**src/rtl/spi_pkg.sv**
```systemverilog
// Shared constants for the SPI front end and the register file behind it.
package spi_pkg;

    localparam int unsigned FRAME_BITS = 16;

    // Field positions inside a frame
    localparam int unsigned RW_BIT     = 15;
    localparam int unsigned ADDR_MSB   = 14;
    localparam int unsigned ADDR_LSB   = 8;
    localparam int unsigned DATA_MSB   = 7;
    localparam int unsigned DATA_LSB   = 0;

    localparam int unsigned ADDR_W     = ADDR_MSB - ADDR_LSB + 1;
    localparam int unsigned DATA_W     = DATA_MSB - DATA_LSB + 1;

    // Receiver FSM encoding
    typedef enum logic [1:0] {
        ST_ARM   = 2'd0,
        ST_IDLE  = 2'd1,
        ST_SHIFT = 2'd2,
        ST_HOLD  = 2'd3
    } state_t;

    // Assemble a frame word from its fields
    function automatic logic [FRAME_BITS-1:0] pack_frame(
        input logic              rw,
        input logic [ADDR_W-1:0] addr,
        input logic [DATA_W-1:0] data
    );
        logic [FRAME_BITS-1:0] f;
        f                    = '0;
        f[RW_BIT]            = rw;
        f[ADDR_MSB:ADDR_LSB] = addr;
        f[DATA_MSB:DATA_LSB] = data;
        return f;
    endfunction

endpackage

```
**src/rtl/sync_edge_detect.sv**
```systemverilog
// Multi-flop pin synchroniser with rise/fall detection against a 1-cycle delay.
module sync_edge_detect #(
    parameter int unsigned SYNC_STAGES = 2,
    parameter logic        RESET_VAL   = 1'b0
) (
    input  logic clk,
    input  logic rst_n,
    input  logic i_pin,
    output logic o_sync,
    output logic o_rise_c,
    output logic o_fall_c
);

    logic [SYNC_STAGES-1:0] r_sync;
    logic                   r_prev;

    // Synchroniser chain plus delayed copy of the synchronised level
    always_ff @(posedge clk or negedge rst_n) begin
        if (!rst_n) begin
            r_sync <= {SYNC_STAGES{RESET_VAL}};
            r_prev <= RESET_VAL;
        end else begin
            r_sync <= {r_sync[SYNC_STAGES-2:0], i_pin};
            r_prev <= r_sync[SYNC_STAGES-1];
        end
    end

    assign o_sync   = r_sync[SYNC_STAGES-1];
    assign o_rise_c = r_sync[SYNC_STAGES-1] & ~r_prev;
    assign o_fall_c = ~r_sync[SYNC_STAGES-1] & r_prev;

endmodule

```
**src/rtl/spi_frame_receiver.sv**
```systemverilog
// SPI mode-0 slave front end: synchronises pins, deserialises one frame per ncs window,
// and emits the parallel word with a valid strobe or an error strobe.
module spi_frame_receiver #(
    parameter int unsigned SYNC_STAGES = 2,
    parameter int unsigned FRAME_BITS  = spi_pkg::FRAME_BITS
) (
    input  logic                  clk,
    input  logic                  rst_n,
    input  logic                  sclk,
    input  logic                  copi,
    input  logic                  ncs,
    output logic [FRAME_BITS-1:0] frame_data,
    output logic                  frame_valid,
    output logic                  frame_err,
    output logic                  busy
);

    import spi_pkg::*;

    localparam int unsigned CNT_W = $clog2(FRAME_BITS + 1);
    localparam logic [CNT_W-1:0] CNT_FULL = CNT_W'(FRAME_BITS);
    localparam logic [CNT_W-1:0] CNT_LAST = CNT_W'(FRAME_BITS - 1);
    localparam logic [CNT_W-1:0] ARM_WAIT = CNT_W'(SYNC_STAGES);

    logic w_ncs_s;
    logic w_ncs_rise;
    logic w_ncs_fall;
    logic w_sclk_level_unused;
    logic w_sclk_rise;
    logic w_sclk_fall_unused;
    logic w_copi_s;
    logic w_copi_rise_unused;
    logic w_copi_fall_unused;

    state_t                r_state;
    logic [CNT_W-1:0]      r_count;
    logic [FRAME_BITS-1:0] r_shift;
    logic                  r_ovr;
    logic [FRAME_BITS-1:0] r_data;
    logic                  r_valid;
    logic                  r_err;
    logic                  r_busy;

    state_t                w_state_nxt;
    logic [CNT_W-1:0]      w_count_nxt;
    logic [FRAME_BITS-1:0] w_shift_nxt;
    logic                  w_ovr_nxt;
    logic [FRAME_BITS-1:0] w_data_nxt;
    logic                  w_valid_nxt;
    logic                  w_err_nxt;
    logic                  w_busy_nxt;

    sync_edge_detect #(.SYNC_STAGES(SYNC_STAGES), .RESET_VAL(1'b1)) u_ncs_sync (
        .clk      (clk),
        .rst_n    (rst_n),
        .i_pin    (ncs),
        .o_sync   (w_ncs_s),
        .o_rise_c (w_ncs_rise),
        .o_fall_c (w_ncs_fall)
    );

    sync_edge_detect #(.SYNC_STAGES(SYNC_STAGES), .RESET_VAL(1'b0)) u_sclk_sync (
        .clk      (clk),
        .rst_n    (rst_n),
        .i_pin    (sclk),
        .o_sync   (w_sclk_level_unused),
        .o_rise_c (w_sclk_rise),
        .o_fall_c (w_sclk_fall_unused)
    );

    sync_edge_detect #(.SYNC_STAGES(SYNC_STAGES), .RESET_VAL(1'b0)) u_copi_sync (
        .clk      (clk),
        .rst_n    (rst_n),
        .i_pin    (copi),
        .o_sync   (w_copi_s),
        .o_rise_c (w_copi_rise_unused),
        .o_fall_c (w_copi_fall_unused)
    );

    // State, datapath and output registers
    always_ff @(posedge clk or negedge rst_n) begin
        if (!rst_n) begin
            r_state <= ST_ARM;
            r_count <= '0;
            r_shift <= '0;
            r_ovr   <= 1'b0;
            r_data  <= '0;
            r_valid <= 1'b0;
            r_err   <= 1'b0;
            r_busy  <= 1'b0;
        end else begin
            r_state <= w_state_nxt;
            r_count <= w_count_nxt;
            r_shift <= w_shift_nxt;
            r_ovr   <= w_ovr_nxt;
            r_data  <= w_data_nxt;
            r_valid <= w_valid_nxt;
            r_err   <= w_err_nxt;
            r_busy  <= w_busy_nxt;
        end
    end

    // Next-state and output decode
    always_comb begin
        w_state_nxt = r_state;
        w_count_nxt = r_count;
        w_shift_nxt = r_shift;
        w_ovr_nxt   = r_ovr;
        w_data_nxt  = r_data;
        w_valid_nxt = 1'b0;
        w_err_nxt   = 1'b0;

        case (r_state)
            // Let the synchronisers flush their reset value before trusting ncs_s high
            ST_ARM: begin
                if (r_count != ARM_WAIT) begin
                    w_count_nxt = r_count + CNT_W'(1);
                end else if (w_ncs_s) begin
                    w_state_nxt = ST_IDLE;
                    w_count_nxt = '0;
                end
            end
            ST_IDLE: begin
                if (w_ncs_fall) begin
                    w_state_nxt = ST_SHIFT;
                    w_count_nxt = '0;
                    w_shift_nxt = '0;
                    w_ovr_nxt   = 1'b0;
                end
            end
            ST_SHIFT, ST_HOLD: begin
                if (w_ncs_rise) begin
                    w_state_nxt = ST_IDLE;
                    if (r_count == CNT_FULL && !r_ovr) begin
                        w_data_nxt  = r_shift;
                        w_valid_nxt = 1'b1;
                    end else begin
                        w_err_nxt = 1'b1;
                    end
                end else if (w_sclk_rise) begin
                    if (r_state == ST_SHIFT) begin
                        w_shift_nxt = {r_shift[FRAME_BITS-2:0], w_copi_s};
                        w_count_nxt = r_count + CNT_W'(1);
                        if (r_count == CNT_LAST) begin
                            w_state_nxt = ST_HOLD;
                        end
                    end else begin
                        w_ovr_nxt = 1'b1;
                    end
                end
            end
            default: begin
                w_state_nxt = ST_ARM;
                w_count_nxt = '0;
            end
        endcase

        w_busy_nxt = (w_state_nxt == ST_SHIFT) || (w_state_nxt == ST_HOLD);
    end

    assign frame_data  = r_data;
    assign frame_valid = r_valid;
    assign frame_err   = r_err;
    assign busy        = r_busy;

endmodule
```
**config.mk**
```make
export PLATFORM = sky130hd
export DESIGN_NAME = spi_frame_receiver
export DESIGN_NICKNAME = d
export VERILOG_FILES = /design/src/rtl/spi_pkg.sv /design/src/rtl/sync_edge_detect.sv /design/src/rtl/spi_frame_receiver.sv
export SDC_FILE = /design/constraint.sdc
export NUM_CORES = 1
export LEC_CHECK = 0
export BUFFER_PORTS_ARGS = -buffer_cell sky130_fd_sc_hd__buf_2
export CAP_MARGIN = 0
export CORE_UTILIZATION = 35
export DETAILED_ROUTE_END_ITERATION = 6
export PLACE_DENSITY = 0.48
export REMOVE_ABC_BUFFERS = 1
export SYNTH_ARGS = -nofsm -noshare
export SYNTH_HDL_FRONTEND = slang
export SYNTH_SLANG_ARGS = --single-unit
```
**constraint.sdc**
```tcl
create_clock -name clk -period 4.7 [get_ports clk]
set_input_delay 0.47 -clock clk [delete_from_list [all_inputs] [get_ports clk]]
set_output_delay 0.47 -clock clk [all_outputs]
set_load 0.01 [all_outputs]
```
==> impl_table.tex <==
\begin{tabular}{lr}
\hline
Metric & Value \\
\hline
\multicolumn{2}{l}{\textbf{Status}} \\
\quad Run status & completed \\
\multicolumn{2}{l}{\textbf{Clock network}} \\
\quad Cts repair resizes & 0 \\
\quad Maximum level of the CTS H-tree & 2 \\
\quad Postcts setup bufs & 0 \\
\quad Clock tree from TritonCTS & built \\
\quad Root Buffer & clkbuf\_8 \\
\quad Reg clk slew, reported paths & 0.09 ns \\
\quad Clock latency at the later pin of the worst-skew pair & 0.31 ns \\
\quad Num CTS Buffers & 5 \\
\quad Worst-case clock buffer depth & 2 \\
\quad \# clock sinks & 51 \\
\quad CTS Hold Bufs & 0 \\
\multicolumn{2}{l}{\textbf{Finish}} \\
\quad Most frequent standard cell in the layout excluding fill and tap cells & dfrtp\_1 \\
\quad Highest-count cells in the layout ignoring fill and taps & dfrtp\_1, nand2\_1, buf\_2 \\
\quad Post-route cell area & 2430 µm² \\
\quad Number of nets in the layout & 213 \\
\quad Diode insertion count for antenna repair & 0 \\
\quad Layout-stage area growth over the synthesis result & 11.4\% \\
\quad Layout cells sized above 1 & 27.8\% \\
\multicolumn{2}{l}{\textbf{Synthesis}} \\
\quad Most used flip-flop cell after synthesis & dfrtp\_1 \\
\quad Gate count after technology mapping & 182 \\
\quad Proportion of synthesized chip area in sequential cells & 58.7\% \\
\quad Synthesized cell area & 2180 µm² \\
\quad Mean Syn Cell Area & 12.0 µm² \\
\quad Unique masters post-synth & 41 \\
\quad Ys async rst share & 100\% \\
\quad Number of enable-type register cells in the synthesized netlist & 0 \\
\quad Post-synthesis register bit count & 51 \\
\quad Total of warnings raised by yosys & 0 \\
\multicolumn{2}{l}{\textbf{Setup path}} \\
\quad Kind of critical path & reg2reg \\
\quad Largest driver fanout on the critical path & 32 \\
\quad Crit path capture type & register \\
\quad CP startpoint & r\_state[1] \\
\quad Launching element type of the critical path & register \\
\quad Reg-to-reg startpoint & r\_state[1] \\
\quad Arrival @ worst endpoint & 2.40 ns \\
\quad Worst path required time & 4.91 ns \\
\quad Crit path max-delay cell type & dfrtp\_1 \\
\quad Buffers \& Inverters on Critical Path & 0 \\
\quad Largest delay contributor family on the critical path & flip-flops \\
\quad Cells on worst reg2reg path & 4 \\
\quad Cell chain of the critical path & and4bb\_1 > a211o\_1 > or2\_1 > o21a\_1 \\
\quad Worst stage delay on the critical path & 0.98 ns \\
\quad Reg2reg setup slack & 2.50 ns \\
\quad Cell depth of the worst setup path & 4 \\
\multicolumn{2}{l}{\textbf{Timing}} \\
\quad Final-report hold violation count & 0 \\
\quad Final critical path time including I/O delays and setup & 2.20 ns \\
\quad Setup TNS & 0 ns \\
\quad Relative slew margins & 26.7\% \\
\quad Number of failing setup endpoints in the final timing report & 0 \\
\quad Setup repair after global routing missed its margin & false \\
\quad Achievable clock frequency & 0.455 GHz \\
\quad Final critical-path share of the clock period & 46.8\% \\
\quad Final Max Slew Viols & 0 \\
\quad Transition time at the pin with the least slew margin & 1.10 ns \\
\quad Worst Skew & 0.00980 ns \\
\multicolumn{2}{l}{\textbf{Hold path}} \\
\quad Launch instance of the worst min-delay path & copi \\
\quad Hold Path Cell Cnt & 1 \\
\quad Path class of the lowest-slack min-delay path & in2reg \\
\multicolumn{2}{l}{\textbf{Detailed routing}} \\
\quad WL final & 3.69 mm \\
\quad Routed vias & 1342 \\
\quad WL/cell & 13.2 µm \\
\quad Via-per-instance ratio & 4.79 \\
\quad DRC violations left & 0 \\
\quad DR pass1 iterations & 4 \\
\quad Initial DRC Count & 53 \\
\quad Antenna-violating nets left & 0 \\
\multicolumn{2}{l}{\textbf{Pwr}} \\
\quad Power per Cell Area & 437 nW/µm² \\
\quad Pleak & 1.20 nW \\
\quad Peak ir drop on the vdd network & 0.147 mV \\
\multicolumn{2}{l}{\textbf{GRT}} \\
\quad Residual overflow from global routing & 0 \\
\quad Overall track demand over capacity in global routing & 12.8\% \\
\quad Number of global-route vias before repair & 1269 \\
\quad Wire length of the first global-routing pass & 6.20 mm \\
\quad Pin count of the biggest net entering global routing & 52 \\
\quad Antenna violations before repair & 0 \\
\multicolumn{2}{l}{\textbf{Die}} \\
\quad Core Rows & 28 \\
\quad Top Ports & 24 \\
\quad Total die area & 6550 µm² \\
\quad Starting density of the core & 36.6\% \\
\quad Core Area & 5960 µm² \\
\quad Die height & 81.0 µm \\
\quad Die boundary width & 81.0 µm \\
\multicolumn{2}{l}{\textbf{Place}} \\
\quad Global placer's final weighted congestion & 0.751 \\
\quad Standard cell area after detailed placement & 2340 µm² \\
\quad DP Wirelength & 2.38 mm \\
\quad Number of buffer cells added on primary ports & 23 \\
\multicolumn{2}{l}{\textbf{Run}} \\
\quad Maximum capacitance violations & 0 \\
\hline
\end{tabular}
==> worst register-to-register path: cells and delay by family (launching register included) <==
kind,cells,cell delay (ns)
flip-flops,1,0.98
AND/OR/NAND/NOR,2,0.59
AO/OA/AOI/OAI,2,0.52
==> sequential cells by signal (all words and copies together) (netlist names) <==
name / cells
u_sclk_sync.r_prev: 1
u_copi_sync.r_sync: 2
frame_valid: 1
u_ncs_sync.r_sync: 2
u_sclk_sync.r_sync: 2
r_state: 2
frame_data: 16
r_shift: 16
r_count: 5
r_ovr: 1
frame_err: 1
busy: 1
u_ncs_sync.r_prev: 1
==> cell type report <==
cell class	instances	area, µm²
multi-input cells	117	827
flip-flops and latches	51	1280
inverters	5	18.8
clock inverters	2	16.3
fillers	586	3520
repair buffers	24	123
clock buffers	6	72.6
well taps	75	93.8
==> power by group <==
| group | internal [mW] | leakage, nW | switching [mW] |
|---|---|---|---|
| Clock | 0.107 | 0.0418 | 0.149 |
| Sequential | 0.491 | 0.677 | 0.0767 |
| Combinational | 0.108 | 0.478 | 0.131 |
==> path summary, 6_finish.rpt <==
| path | end |
|---|---|
| worst max-delay path | r_count[4] |
| worst min-delay path | u_copi_sync.r_sync[0] |
| worst max register to register | r_count[4] |
| worst min register to register | u_copi_sync.r_sync[1] |
| max in group asynchronous | u_sclk_sync.r_sync[1] |
| min in group asynchronous | frame_data[7] |
==> synth_stat cells (3+ instances only) <==
master   number  area, µm²
o21ai_1       3       15.0
o22ai_1       4       25.0
dfrtp_1      48       1200
dfstp_2       3       78.8
mux2_4        9        135
nand2_1      35        131
nor2_1        4       15.0
inv_1         5       18.8
mux2_2        7       78.8
ha_1          4       50.1
buf_2         3       15.0
and3_1        3       18.8
a21oi_1       4       20.0
o21ai_0      17       85.1
==> per-layer routing <==
metal,part of all wire (%),track usage [%]
met5,0,0
met4,1.7,4.82
met3,4.8,4.04
met2,46,20.8
met1,48,15.7
==> metrics by stage <==
step                      worst slack, ns  power, mW  hold WS, ns  util (%)  instances
after floorplan                      2.33      0.740        0.174         -        173
after global placement               2.56      0.811        0.335      39.3        272
after detailed placement             2.51      0.816        0.339      39.3        272
after CTS                            2.49       1.08        0.250      40.8        280
after global routing                 2.38       1.14        0.237      40.8        280
final                                2.50       1.06        0.259      40.8        280
==> logic make-up after synthesis <==
kind of cell    count (synthesis)  synth area share [%]
simple gates                   57                  14.0
flops                          51                  58.7
compound gates                 39                  11.3
mux                            17                  10.3
buf+inv                        14                  3.44
fa+ha+maj                       4                  2.29
(Power assumes the default switching activity.)
